## config.mk

```make
export PLATFORM = sky130hd
export DESIGN_NAME = seq_alu
export DESIGN_NICKNAME = d
export VERILOG_FILES = /design/src/rtl/alu_pkg.sv /design/src/rtl/seq_alu_muldiv_iter.sv /design/src/rtl/seq_alu.sv
export SDC_FILE = /design/constraint.sdc
export NUM_CORES = 1
export LEC_CHECK = 0
export ABC_AREA = 1
export BUFFER_PORTS_ARGS = -buffer_cell sky130_fd_sc_hd__buf_2
export CORE_ASPECT_RATIO = 1.1
export CORE_MARGIN = 8
export CORE_UTILIZATION = 50
export CTS_CLUSTER_SIZE = 25
export DETAILED_ROUTE_END_ITERATION = 7
export PLACE_DENSITY_LB_ADDON = 0.25
export SKIP_CTS_REPAIR_TIMING = 1
export SYNTH_ARGS = -nofsm -noshare
export SYNTH_HDL_FRONTEND = slang
export SYNTH_SLANG_ARGS = --single-unit
```

## constraint.sdc

```tcl
create_clock -name clk -period 8.55 [get_ports clk]
set_clock_uncertainty 0.15 [all_clocks]
set_input_delay 1.2825 -clock clk [delete_from_list [all_inputs] [get_ports clk]]
set_output_delay 1.2825 -clock clk [all_outputs]
set_load 0.02 [all_outputs]
```

## src/rtl/alu_pkg.sv

```systemverilog
// Shared opcode map, FSM state type and constants for the sequential ALU.
package alu_pkg;

  localparam int unsigned OP_ADD         = 0;
  localparam int unsigned OP_SUB         = 1;
  localparam int unsigned OP_AND         = 2;
  localparam int unsigned OP_OR          = 3;
  localparam int unsigned OP_XOR         = 4;
  localparam int unsigned OP_NOR         = 5;
  localparam int unsigned OP_SLT         = 6;
  localparam int unsigned OP_SLTU        = 7;
  localparam int unsigned OP_MUL         = 8;
  localparam int unsigned OP_MULHU       = 9;
  localparam int unsigned OP_DIVU        = 10;
  localparam int unsigned OP_REMU        = 11;
  localparam int unsigned OP_ILLEGAL_MIN = 12;

  typedef enum logic [1:0] {
    IDLE,
    MUL,
    DIV,
    DONE
  } state_e;

  // Divide-by-zero quotient: all ones, sliced down to the instance width.
  localparam int unsigned          MAX_WIDTH = 128;
  localparam logic [MAX_WIDTH-1:0] DIV0_QUOT = '1;

endpackage

```

## src/rtl/seq_alu_muldiv_iter.sv

```systemverilog
// Iterative unsigned shift-add multiplier / restoring divider.
// Multiply: {hi,lo} ends as a*b. Divide: lo ends as quotient, hi as remainder.
// The first iteration is taken on the start edge, so busy covers WIDTH-1 more edges.
module seq_alu_muldiv_iter #(
  parameter int unsigned WIDTH = 32
) (
  input  logic             clk,
  input  logic             rst,
  input  logic             start,
  input  logic             is_div,
  input  logic [WIDTH-1:0] a,
  input  logic [WIDTH-1:0] b,
  output logic             busy,
  output logic [WIDTH-1:0] lo,
  output logic [WIDTH-1:0] hi
);

  localparam int unsigned CW = $clog2(WIDTH) + 1;

  logic [CW-1:0]    r_cnt;
  logic             r_busy;
  logic             r_is_div;
  logic [WIDTH-1:0] r_opnd;
  logic [WIDTH-1:0] r_hi;
  logic [WIDTH-1:0] r_lo;

  logic             w_div;
  logic [WIDTH-1:0] w_opnd;
  logic [WIDTH-1:0] w_hi;
  logic [WIDTH-1:0] w_lo;
  logic [WIDTH:0]   w_sum;
  logic [WIDTH:0]   w_shift;
  logic [WIDTH:0]   w_diff;
  logic             w_qbit;
  logic [WIDTH-1:0] w_nxt_hi;
  logic [WIDTH-1:0] w_nxt_lo;

  // Step source: fresh operands on start, otherwise the running state.
  assign w_div  = start ? is_div : r_is_div;
  assign w_opnd = start ? (is_div ? b : a) : r_opnd;
  assign w_hi   = start ? '0 : r_hi;
  assign w_lo   = start ? (is_div ? a : b) : r_lo;

  // Multiply step: conditional add of the multiplicand, then shift right.
  assign w_sum = {1'b0, w_hi} + (w_lo[0] ? {1'b0, w_opnd} : '0);

  // Divide step: shift in next dividend bit, trial-subtract the divisor.
  assign w_shift = {w_hi, w_lo[WIDTH-1]};
  assign w_diff  = w_shift - {1'b0, w_opnd};
  assign w_qbit  = ~w_diff[WIDTH];

  // Select next accumulator halves for the active operation.
  always_comb begin
    w_nxt_hi = w_sum[WIDTH:1];
    w_nxt_lo = {w_sum[0], w_lo[WIDTH-1:1]};
    if (w_div) begin
      w_nxt_hi = w_qbit ? w_diff[WIDTH-1:0] : w_shift[WIDTH-1:0];
      w_nxt_lo = {w_lo[WIDTH-2:0], w_qbit};
    end
  end

  // Iteration state and counter; busy drops when the count hits zero.
  always_ff @(posedge clk or posedge rst) begin
    if (rst) begin
      r_cnt    <= '0;
      r_busy   <= 1'b0;
      r_is_div <= 1'b0;
      r_opnd   <= '0;
      r_hi     <= '0;
      r_lo     <= '0;
    end else if (start) begin
      r_cnt    <= CW'(WIDTH - 1);
      r_busy   <= 1'b1;
      r_is_div <= is_div;
      r_opnd   <= w_opnd;
      r_hi     <= w_nxt_hi;
      r_lo     <= w_nxt_lo;
    end else if (r_cnt != '0) begin
      r_cnt  <= r_cnt - CW'(1);
      r_busy <= (r_cnt != CW'(1));
      r_hi   <= w_nxt_hi;
      r_lo   <= w_nxt_lo;
    end
  end

  assign busy = r_busy;
  assign hi   = r_hi;
  assign lo   = r_lo;

endmodule

```

## src/rtl/seq_alu.sv

```systemverilog
// Multi-cycle ALU: legacy single-cycle ops plus iterative mul/div behind a
// valid/ready handshake, with registered result, zero and illegal-op flags.
module seq_alu
  import alu_pkg::*;
#(
  parameter int unsigned WIDTH = 32,
  parameter int unsigned OPW   = 4
) (
  input  logic             clk,
  input  logic             rst,
  input  logic             in_valid,
  output logic             in_ready,
  input  logic [OPW-1:0]   op,
  input  logic [WIDTH-1:0] src_a,
  input  logic [WIDTH-1:0] src_b,
  output logic             out_valid,
  input  logic             out_ready,
  output logic [WIDTH-1:0] result,
  output logic             zero,
  output logic             illegal_op
);

  state_e           r_state;
  logic             r_in_ready;
  logic             r_out_valid;
  logic [WIDTH-1:0] r_result;
  logic             r_zero;
  logic             r_illegal;
  logic             r_sel_hi;

  logic             w_op_mul;
  logic             w_op_div;
  logic             w_b_zero;
  logic             w_start;
  logic             w_illegal;
  logic [WIDTH-1:0] w_single;
  logic             w_busy;
  logic [WIDTH-1:0] w_lo;
  logic [WIDTH-1:0] w_hi;
  logic [WIDTH-1:0] w_iter_res;

  assign w_op_mul  = (op == OPW'(OP_MUL)) || (op == OPW'(OP_MULHU));
  assign w_op_div  = (op == OPW'(OP_DIVU)) || (op == OPW'(OP_REMU));
  assign w_b_zero  = (src_b == '0);
  assign w_illegal = (op >= OPW'(OP_ILLEGAL_MIN));
  assign w_start   = (r_state == IDLE) && in_valid &&
                     (w_op_mul || (w_op_div && !w_b_zero));

  // Single-cycle results, including the divide-by-zero shortcut.
  always_comb begin
    w_single = '0;
    case (op)
      OPW'(OP_ADD):  w_single = src_a + src_b;
      OPW'(OP_SUB):  w_single = src_a - src_b;
      OPW'(OP_AND):  w_single = src_a & src_b;
      OPW'(OP_OR):   w_single = src_a | src_b;
      OPW'(OP_XOR):  w_single = src_a ^ src_b;
      OPW'(OP_NOR):  w_single = ~(src_a | src_b);
      OPW'(OP_SLT):  w_single = (src_a - src_b) >> (WIDTH - 1);
      OPW'(OP_SLTU): w_single = WIDTH'(src_a < src_b);
      OPW'(OP_DIVU): w_single = DIV0_QUOT[WIDTH-1:0];
      OPW'(OP_REMU): w_single = src_a;
      default:       w_single = '0;
    endcase
  end

  seq_alu_muldiv_iter #(
    .WIDTH (WIDTH)
  ) u_iter (
    .clk    (clk),
    .rst    (rst),
    .start  (w_start),
    .is_div (w_op_div),
    .a      (src_a),
    .b      (src_b),
    .busy   (w_busy),
    .lo     (w_lo),
    .hi     (w_hi)
  );

  assign w_iter_res = r_sel_hi ? w_hi : w_lo;

  // Control FSM with registered handshake and result outputs.
  always_ff @(posedge clk or posedge rst) begin
    if (rst) begin
      r_state     <= IDLE;
      r_in_ready  <= 1'b1;
      r_out_valid <= 1'b0;
      r_result    <= '0;
      r_zero      <= 1'b0;
      r_illegal   <= 1'b0;
      r_sel_hi    <= 1'b0;
    end else begin
      case (r_state)
        IDLE: begin
          if (in_valid) begin
            r_in_ready <= 1'b0;
            r_sel_hi   <= (op == OPW'(OP_MULHU)) || (op == OPW'(OP_REMU));
            if (w_op_mul) begin
              r_state <= MUL;
            end else if (w_op_div && !w_b_zero) begin
              r_state <= DIV;
            end else begin
              r_state     <= DONE;
              r_out_valid <= 1'b1;
              r_result    <= w_single;
              r_zero      <= (w_single == '0);
              r_illegal   <= w_illegal;
            end
          end
        end
        MUL, DIV: begin
          if (!w_busy) begin
            r_state     <= DONE;
            r_out_valid <= 1'b1;
            r_result    <= w_iter_res;
            r_zero      <= (w_iter_res == '0);
            r_illegal   <= 1'b0;
          end
        end
        DONE: begin
          if (out_ready) begin
            r_state     <= IDLE;
            r_out_valid <= 1'b0;
            r_in_ready  <= 1'b1;
          end
        end
        default: r_state <= IDLE;
      endcase
    end
  end

  assign in_ready   = r_in_ready;
  assign out_valid  = r_out_valid;
  assign result     = r_result;
  assign zero       = r_zero;
  assign illegal_op = r_illegal;

endmodule

```

==> impl_metrics.tcl <==
set metrics [dict create \
    status "finished, violations left" \
    violations "DRC" \
    antenna_found_initial 0 \
    startpoint "op[2]" \
    syn-cell-area_um2 19100 \
    grt_max_degree 92 \
    drc_errors 7 \
    worstMarginPinSlew_ns 1.16 \
    setup_viol 0 \
    reg2reg_to "u_iter.hi[0]" \
    critical-path-max-stage-delay_ns 0.64 \
    dieArea_um2 44600 \
    cts_made_buffers 17 \
    cts-root-buf "clkbuf_16" \
    wl_per_cell_um 23.5 \
    finalWirelength_um 87300 \
    reg2reg_setup_slack_ns 2.99 \
    yosysTopAreaCellShare 0.186 \
    core_area_um2 37900 \
    powerDensity_nw_per_um2 426 \
    hold_path_depth 2 \
    final_core_util 0.542 \
    reg2reg_depth 22 \
    crit_chain "buf_2 -> inv_1 -> nand2_1 -> nor2_4 -> buf_4 -> buf_4 -> o21ai_0 -> o21ai_0 -> ha_1 -> a21oi_1 -> o21a_1 -> a21boi_0 -> nor2_1 -> a211oi_1 -> nand3_1 -> nand2_2 -> nand2_1 -> nand3_1 -> nand2_1 -> nand2_1 -> nand2_1" \
    dp_cells 3680 \
    crit_type "input port to register" \
    arrival_ns 6.48 \
    cp_max_fo 77 \
    async_flop_share 1.00 \
    via_per_inst 6.25 \
    clock_latency_ns 0.45 \
    grtUsageTotal 0.379 \
    final.min_clock_period_ns 6.30 \
    reg2reg_from "r_state[0]" \
    relSlewSlack 0.223 \
    synth_edf_count 0 \
    yosysSeqAreaShare 0.188 \
    diodes 0 \
    rsz0062_at_grt "no" \
    vias 23200 \
    areaGrowthSynthToFinish_pct 7.73 \
    yosys.cell_types.count 64 \
    ys_ff_latch 143 \
    syn_inst 3174 \
    hold_path_class "register to register" \
    tritoncts "done" \
    place_ws_ns 1.93 \
    die_w_um 202 \
    dr.pass1.iters 8 \
    drive_gt1_frac 0.0813 \
    grt_pass1_wl_um 130000 \
    cts.sinks 143 \
    syn_nets 3423 \
    crit_slowest_cell "a211oi_1" \
    fin_ws_ns 2.25 \
    startpoint_type "input port" \
    num_io_pins 108 \
    endpoint_kind "register" \
    cp_top_family "compound AO/OA/AOI/OAI gates" \
    nets 3448 \
    finalNonFillerCells 3712 \
    htreeDepth 4 \
    die_h_um 221 \
    grt_pass1_vias 22000 \
    overflow 0 \
    cpMostUsedCell "nand2_1" \
    crit_required_ns 8.74 \
    place_congestion 1.05 \
    fin_crit_sh 0.737 \
    initial_core_util 0.503 \
    clkTransAtPathRegs_ns 0.07 \
    tns_ns 0 \
    ctsLongestPathBuffers 2 \
    total_power_mw 8.74 \
    syn-mean-instance-area_um2 6.00 \
    drtIter0Drc 2933 \
    crit_buf_inv 4 \
    ys.flop_type "dfrtp_1" \
    antenna_left 0 \
    dp_hpwl_um 67900 \
    fp-row-count 75 \
    p_leak_nw 10.4 \
    hold_violations 0 \
    numPortBuffers 107 \
    drv_cap 0 \
    hold_end "result[2]" \
    ys_warn_count 0 \
    clock.fmax_mhz 159 \
    peakVddDrop_mv 0.355 \
    hold_start "result[2]" \
    drv_slew 0 \
    yosys.area.top_type "dfrtp_1" \
    ys_top_cells_by_area "dfrtp_1 19%, nand2_1 15%, ha_1 11%" \
]
-- registers in the layout (all words and copies together) (netlist names) --
register and count:
zero 1, illegal_op 1, u_iter.r_is_div 1, in_ready 1, r_sel_hi 1, out_valid 1
u_iter.lo 32, u_iter.busy 1, u_iter.r_opnd 32, u_iter.r_cnt 6, r_state 2, result 32
u_iter.hi 32
-- layout make-up --
cell class	count	area, um2
timing repair buffer	136	753
sequential	143	3580
tap	500	626
multi-input combinational	2481	13400
clock buffer	18	439
fill	3888	17400
clock inverter	14	173
inverter	420	1580
-- synth_stat cells, types with 5 or more instances --
| cell type | n |
|---|---|
| nand2_1 | 785 |
| nand3_2 | 6 |
| o21a_1 | 9 |
| or2_2 | 37 |
| a31oi_1 | 20 |
| nand2_4 | 6 |
| o211ai_1 | 45 |
| nor4_1 | 7 |
| nand2_2 | 14 |
| xnor2_1 | 7 |
| nand3b_1 | 6 |
| nand4_1 | 39 |
| o221ai_1 | 16 |
| nand3_1 | 228 |
| buf_2 | 9 |
| a211oi_1 | 11 |
| ha_1 | 175 |
| a2111oi_0 | 13 |
| buf_1 | 7 |
| nor2_1 | 323 |
| inv_2 | 6 |
| buf_6 | 6 |
| xor2_1 | 20 |
| inv_1 | 411 |
| clkbuf_1 | 106 |
| a21boi_0 | 5 |
| dfrtp_1 | 142 |
| nor3_1 | 34 |
| o22a_1 | 9 |
| a21oi_1 | 210 |
| o21ai_0 | 354 |
| o22ai_1 | 15 |
| o21bai_1 | 13 |
| o21ai_1 | 6 |
| a311oi_1 | 18 |
-- cell families (layout without fill, tap and decap cells) --
group | Yosys count | in the layout | synth area share
buffers and inverters | 550 | 588 | 0.112
DFF | 143 | 143 | 0.188
AOI/OAI and AO/OA | 772 | 772 | 0.233
muxes | 2 | 2 | 0.00105
adders and majority gates | 177 | 177 | 0.117
xor gates and xnor gates | 27 | 27 | 0.0124
and+or+nand+nor | 1503 | 1503 | 0.337
-- layout by cell type (no fill, tap or decap), drive strengths merged, types with 11 or more instances in the layout --
master / n
a2111oi: 13
a211oi: 11
a21oi: 211
a311oi: 18
a31oi: 20
buf: 136
clkbuf: 18
dfrtp: 142
ha: 175
inv: 424
nand2: 806
nand3: 237
nand4: 39
nor2: 326
nor3: 34
o211ai: 45
o21ai: 362
o21bai: 14
o221ai: 16
o22ai: 15
or2: 39
xor2: 20
-- power breakdown --
part           leakage, nW  internal, mW  switching (mW)
sequential            1.67          1.05           0.253
clock                0.299         0.449           0.348
combinational         8.42          2.01            4.63
-- metal layers --
| layer | global-route usage | share of wire | up-vias | routed length, um |
|---|---|---|---|---|
| li1 | - | - | 10600 | - |
| met1 | 0.457 | 0.37 | 10800 | 32200 |
| met2 | 0.622 | 0.46 | 1467 | 40000 |
| met3 | 0.0634 | 0.10 | 319 | 8770 |
| met4 | 0.247 | 0.074 | 0 | 6460 |
| met5 | 0 | 0 | - | 0 |
-- worst max path at each step --
stage	to	slack, ns	depth (start not counted)
2_1_floorplan	u_iter.hi[3]	3.15	26
4_1_cts	u_iter.hi[0]	2.33	21
6_report	u_iter.hi[0]	2.25	21
5_1_grt	u_iter.hi[1]	1.72	21
3_3_place_gp	u_iter.hi[0]	2.03	21
3_5_place_dp	u_iter.hi[0]	1.93	24
-- worst register-to-register path, cell delays in order, from the launching register on --
cell and delay [ns]:
dfrtp_1 0.38, inv_1 0.10, ha_1 0.21, nand2_1 0.14, inv_1 0.29, nand2_4 0.08
clkinv_2 0.35, buf_4 0.61, or2_2 0.21, o21ai_0 0.14, ha_1 0.29, a21oi_1 0.20
o21ai_0 0.14, a21boi_0 0.35, nor2_1 0.07, a211oi_1 0.64, nand3_1 0.21, nand2_2 0.47
nand2_1 0.12, nand3_1 0.11, nand2_1 0.07, nand2_1 0.06, nand2_1 0.05
-- per-stage QoR --
step                hold WS (ns)  instance area (um2)
finish                     0.323                20500
global route               0.355                20500
CTS                        0.328                20500
floorplan                  0.299                19100
detailed placement         0.311                19900
global placement           0.305                19900
Note: power is estimated with default switching activity, not from simulation.
